--- src/rtl/exec_writeback.sv ---
// exec_writeback
//   Commit stage that sits directly after the instruction decoder. It owns the
//   architectural A, D and PC registers and issues the *A memory write through
//   a req/ack handshake. While a write is outstanding, it stops accepting new
//   decoder results.
//
// Parameters
//   DATA_W  width of A, D, PC, decoder out, memory address and data
//   CNT_W   width of the saturating retired-instruction counter
//
// Ports
//   clk, rst_n      clock (rising edge), asynchronous active-low reset
//   instr_valid     decoder result valid this cycle
//   instr_ready     stage can accept a result (high only in EXEC)
//   dec_out         ALU/immediate value from decoder
//   dec_jmp         jump condition met
//   dec_dst         {A, D, *A} write enables
//   a_reg, d_reg    architectural A and D registers
//   pc              next fetch address
//   mem_wr_req      *A write request, held until acknowledged
//   mem_wr_addr     write address, stable while req is high
//   mem_wr_data     write data, stable while req is high
//   mem_wr_ack      memory accepted the write (ignored while req is low)
//   retired_cnt     accepted instruction count, saturating at all-ones
module exec_writeback #(
  parameter int DATA_W = 16,
  parameter int CNT_W  = 32
) (
  input  logic              clk,
  input  logic              rst_n,
  input  logic              instr_valid,
  output logic              instr_ready,
  input  logic [DATA_W-1:0] dec_out,
  input  logic              dec_jmp,
  input  logic [2:0]        dec_dst,
  output logic [DATA_W-1:0] a_reg,
  output logic [DATA_W-1:0] d_reg,
  output logic [DATA_W-1:0] pc,
  output logic              mem_wr_req,
  output logic [DATA_W-1:0] mem_wr_addr,
  output logic [DATA_W-1:0] mem_wr_data,
  input  logic              mem_wr_ack,
  output logic [CNT_W-1:0]  retired_cnt
);

  typedef enum logic {
    EXEC,
    WAIT_MEM
  } state_t;

  state_t state;

  // Ready depends only on state, so the decoder never sees a combinational
  // path from its own valid back into ready.
  assign instr_ready = (state == EXEC);

  // Single FSM block. In EXEC, an accepted result commits using the pre-edge
  // A value. Non-blocking semantics mean that a_reg on the right-hand side is
  // still A_old, so both the jump target and the *A address use the old A,
  // even when the same instruction rewrites A.
  // In WAIT_MEM, the write request and its address and data are frozen until
  // the memory acks.
  always_ff @(posedge clk or negedge rst_n) begin
    if (!rst_n) begin
      state       <= EXEC;
      a_reg       <= '0;
      d_reg       <= '0;
      pc          <= '0;
      mem_wr_req  <= 1'b0;
      mem_wr_addr <= '0;
      mem_wr_data <= '0;
      retired_cnt <= '0;
    end else begin
      case (state)
        EXEC: begin
          if (instr_valid) begin
            if (dec_dst[2]) a_reg <= dec_out;
            if (dec_dst[1]) d_reg <= dec_out;
            pc <= dec_jmp ? a_reg : pc + DATA_W'(1);
            if (dec_dst[0]) begin
              mem_wr_addr <= a_reg;
              mem_wr_data <= dec_out;
              mem_wr_req  <= 1'b1;
              state       <= WAIT_MEM;
            end
            if (retired_cnt != {CNT_W{1'b1}}) retired_cnt <= retired_cnt + CNT_W'(1);
          end
        end
        WAIT_MEM: begin
          if (mem_wr_ack) begin
            mem_wr_req <= 1'b0;
            state      <= EXEC;
          end
        end
        default: state <= EXEC;
      endcase
    end
  end

endmodule
--- config.mk ---
export PLATFORM = sky130hd
export DESIGN_NAME = exec_writeback
export DESIGN_NICKNAME = d
export VERILOG_FILES = /design/src/rtl/exec_writeback.sv
export SDC_FILE = /design/constraint.sdc
export NUM_CORES = 1
export LEC_CHECK = 0
export BUFFER_PORTS_ARGS = -buffer_cell sky130_fd_sc_hd__buf_2
export CAP_MARGIN = 20
export CORE_ASPECT_RATIO = 1.1
export CORE_MARGIN = 2
export CORE_UTILIZATION = 52
export DETAILED_ROUTE_END_ITERATION = 12
export PLACE_DENSITY = 0.85
export SYNTH_ARGS = -nofsm -noshare
export SYNTH_HDL_FRONTEND = slang
export SYNTH_SLANG_ARGS = --single-unit
--- constraint.sdc ---
create_clock -name clk -period 3.02 [get_ports clk]
set_clock_uncertainty 0.2 [all_clocks]
set_input_delay 0.151 -clock clk [delete_from_list [all_inputs] [get_ports clk]]
set_output_delay 0.151 -clock clk [all_outputs]
set_load 0.005 [all_outputs]
== Word level (Yosys, flattened, before mapping) ==
Index checks and enable logic that the tools add are counted.
Operators by class
  $add $sub $neg: 2
  equality and inequality tests: 4
  multiplexer cells: 9
  bitwise logic cells: 1
  reductions and logical operators: 6
Operators by type and width (number)
  32-bit by 1-bit adder with 32-bit output (second input constant): 1
  32-bit != test (second input constant): 1
  16-bit by 1-bit adder with 16-bit output (second input constant): 1
  16-bit two-way mux: 1
  3-bit AND reduction: 5
  1-bit two-way mux: 6
  2-bit != test (second input constant): 2
  1-bit case mux with 2 select lines: 2
  2-bit by 1-bit != test with 1-bit output (second input constant): 1
  2-bit AND reduction: 1
  1-bit NOT: 1
Word-level totals
  bits in registers: 114
  input port bits: 24
  output and inout bits: 114
  word-level logic and storage cells: 30

== Logic depth before layout (Yosys ltp) ==
  depth after elaboration: 3
  mapped depth: 6
  gate-level depth less buffers: 6

== Worst setup path after synthesis ==
Ideal clock, no wire load.
  kind: register -> register
  from: register retired_cnt[6]
  to: register retired_cnt[12]
  library setup time: 0.132 ns
  data arrival time: 1.915 ns
  data required time: 2.688 ns
  path slack: 0.773 ns
  stages on the path, launching flop included: 6
  path buffers: 0
  cell sequence: dfrtp_1 > nand4_1 > or4_4 > nor3_1 > nor3_1 > xor2_1
On the way
  cells in the longest elaborated chain, start to end: 2
  elaborated cells between the ends (all ways): 3
  those cells by class: 1 x add/sub; 1 x eq/ne; 1 x reduce/logical
RTL lines
  start: declaration: line 43  | output logic [CNT_W-1:0] retired_cnt
  start signal: assignment: line 86  | if (retired_cnt != {CNT_W{1'b1}}) retired_cnt <= retired_cnt + CNT_W'(1);
  branches (longest 2 deep; another with 32-bit by 1-bit adder with 32-bit output)
Several ways; the timed one is not identified.
A chain may end at the register's enable or synchronous reset.

== Worst setup path after layout ==
  from: register retired_cnt[4]
  to: register retired_cnt[1]
On the way
  cells in the longest elaborated chain, start to end: 2
RTL lines (line)
  32-bit != test: 86
  3-bit AND reduction (no source line)
No other way between the ends.

==> impl_metrics.yaml <==
floorplanning:
  die_h_um: 106
  die_area_sq_mm: 0.0102
  row_count: 37
  die_w_um: 96.7
  start_util: 0.531
  io_pins: 138
  core_area_sq_mm: 0.00926
yosys:
  async_reset_ff_frac: 1.00
  netlist_area_sq_mm: 0.00491
  postSynthNetCount: 436
  ys_types: 40
  synth_warnings: 0
  synthCells: 410
  synthDominantCellAreaShare: 0.580
  synth_edf_count: 0
  ys.flop_type: "dfrtp_1"
  syn_area_per_cell_sq_um: 12.0
  ys_seq_area_frac: 0.580
  synth.largest_area_cell: "dfrtp_1"
  ys_top_cells_by_area: "dfrtp_1, mux2_2, xor2_1, o21ai_0, nand2_1"
  synth_seq_cells: 114
timing:
  fin_crit_sh: 0.792
  finalSetupTns_ps: 0
  drv_slew: 0
  rsz0062_at_grt: "false"
  max_freq_mhz: 418
  slew_headroom: 0.480
  finalCriticalPeriod_ps: 2390
  hold_viol: 0
  setup_viol: 0
  worst_pin_slew_ps: 780
clock_tree:
  cts_root_buf: "clkbuf_8"
  clkTransAtPathRegs_ps: 60
  cts_resized: 0
  clockBufferDepth: 2
  clkLatencyLatePin_ps: 520
  cts_tree: "done"
  numCtsBuffers: 17
  cts_sinks: 114
  cts_max_level: 4
cells_and_area:
  insertedDiodeCount: 0
  fillers: 617
  largest_register_ffs: 32
  regMostFlops: "retired_cnt"
  drive_above_1_share: 0.411
  syn2layout_area_growth_pct: 32.9
  final_util: 0.706
  nets: 607
  final_area_sq_mm: 0.00653
drt:
  drt.antenna.violating_nets: 0
  drc: 0
  wl_per_cell_um: 19.7
  vias: 4069
  wl_um: 14000
  first_pass_iters: 4
  routed_via_density: 5.72
  drt_iter0_markers: 194
place:
  place_hpwl_um: 8620
  place_area_sq_mm: 0.00574
  io_buffer_count: 137
  place.gp.congestion: 0.836
worst_setup_path:
  r2r_slack_ps: 630
  r2r-start: "retired_cnt[4]"
  critical_path_required_ps: 3230
  crit_type: "reg2reg"
  reg2regPathDepth: 5
  r2r-end: "retired_cnt[1]"
  cp-startpoint: "retired_cnt[4]"
  arrival_ps: 2600
  cp-endpoint: "retired_cnt[1]"
  start_kind: "register"
  critPathMaxFanout: 5
  cp-end-kind: "register"
hold_path:
  min_path_type: "in2async"
outcome:
  status: "completed"
global_route:
  grt_use_total: 0.283
  grt_max_degree: 63
  overflow: 0
  grt_pass1_vias: 4122
  antenna_found_initial: 0
  grt_pass1_wl_um: 22200
pwr:
  power.leakage_nw: 3.09
  max-vdd-ir-drop_uv: 544
  p_per_area_mw_per_mm2: 792
  total_power_mw: 5.17
flow_run:
  cap_violations: 0
-- cells in the final DEF (no fill, tap or decap), types with 2 or more instances in the layout --
| cell | n |
|---|---|
| a31oi_1 | 8 |
| nand2_1 | 26 |
| a2bb2oi_1 | 2 |
| a21oi_1 | 16 |
| clkinv_4 | 3 |
| o21ai_0 | 20 |
| buf_4 | 7 |
| a22oi_1 | 2 |
| ha_1 | 2 |
| dlygate4sd3_1 | 23 |
| nor4_1 | 5 |
| mux2_2 | 66 |
| nor2_1 | 24 |
| nand4b_1 | 2 |
| nor3_1 | 13 |
| dfrtp_1 | 114 |
| nand3_1 | 19 |
| buf_2 | 136 |
| clkbuf_8 | 2 |
| clkbuf_16 | 16 |
| clkinvlp_4 | 7 |
| xnor2_1 | 7 |
| or3_1 | 3 |
| inv_1 | 6 |
| o22ai_1 | 2 |
| mux2i_1 | 2 |
| a21o_1 | 2 |
| xor2_1 | 19 |
| and3_1 | 8 |
| nor2b_1 | 4 |
| nand4_1 | 10 |
-- logic make-up (layout without fill, tap and decap cells) --
logic type                 after synthesis  count (layout)  share of synthesized area
buffers and inverters                   20             204                     0.0153
AOI/OAI and AO/OA                       57              57                     0.0672
DFF                                    114             114                      0.580
xor gates and xnor gates                26              26                     0.0463
muxes                                   68              68                      0.155
adders and majority gates                2               2                    0.00509
and+or+nand+nor                        123             123                      0.130
-- metrics by stage --
stage	worst slack, ps	cells	hold WS [ps]
floorplan	773	410	-345
global placement	719	656	63.5
detailed placement	640	656	73.8
CTS	620	711	82.7
global route	520	711	133
finish	627	711	81.6
-- metal layers --
layer,vias up,GRT usage,share of wire
met3,34,0.108,0.093
li1,1832,-,-
met1,1977,0.325,0.37
met5,-,0,0
met4,0,0.139,0.028
met2,226,0.466,0.51
-- critical path: stages, from the launching register on --
cell and delay (ps):
dfrtp_1 430, nand4_1 220, or4_4 600, nor4_4 390, nor2_1 140, mux2_2 290
-- worst min-delay path by stage --
stage                from        endpoint  slack, ps
detailed placement  rst_n      mem_wr_req         70
finish              rst_n      mem_wr_req         80
global route        rst_n           pc[7]        130
floorplan           rst_n        a_reg[0]       -340
global placement    rst_n      mem_wr_req         60
CTS                 rst_n  mem_wr_addr[7]         80
-- report_power, final --
part	total, mW	switching, mW	internal, mW
Sequential	2.21	0.338	1.88
Clock	1.89	0.768	1.12
Combinational	1.07	0.516	0.554
-- Yosys cell counts, types with 7 or more instances --
library cell  count
o21ai_0          20
nor2_1           24
mux2_2           66
xnor2_1           7
nand2_1          26
nand3_1          19
clkbuf_1         13
a31oi_1           8
nor3_1           13
a21oi_1          16
and3_1            8
dfrtp_1         114
xor2_1           19
nand4_1          10
-- what timing repair did --
action / in CTS / in global routing
hold buffers: 23 / 0
hold endpoints to repair: 117 / 0
buffers inserted: 0 / 0
-- area by class of cell --
| cell class | instances | area [sq um] | share of cell area |
|---|---|---|---|
| Timing Repair Buffer | 166 | 963 | 0.147 |
| Tap cell | 117 | 146 | 0.0224 |
| Multi-Input combinational cell | 276 | 1990 | 0.304 |
| Clock inverter | 14 | 134 | 0.0205 |
| Clock buffer | 18 | 428 | 0.0655 |
| Sequential cell | 114 | 2850 | 0.437 |
| Inverter | 6 | 22.5 | 0.00345 |
No activity file was read; power rests on OpenSTA's default activity.
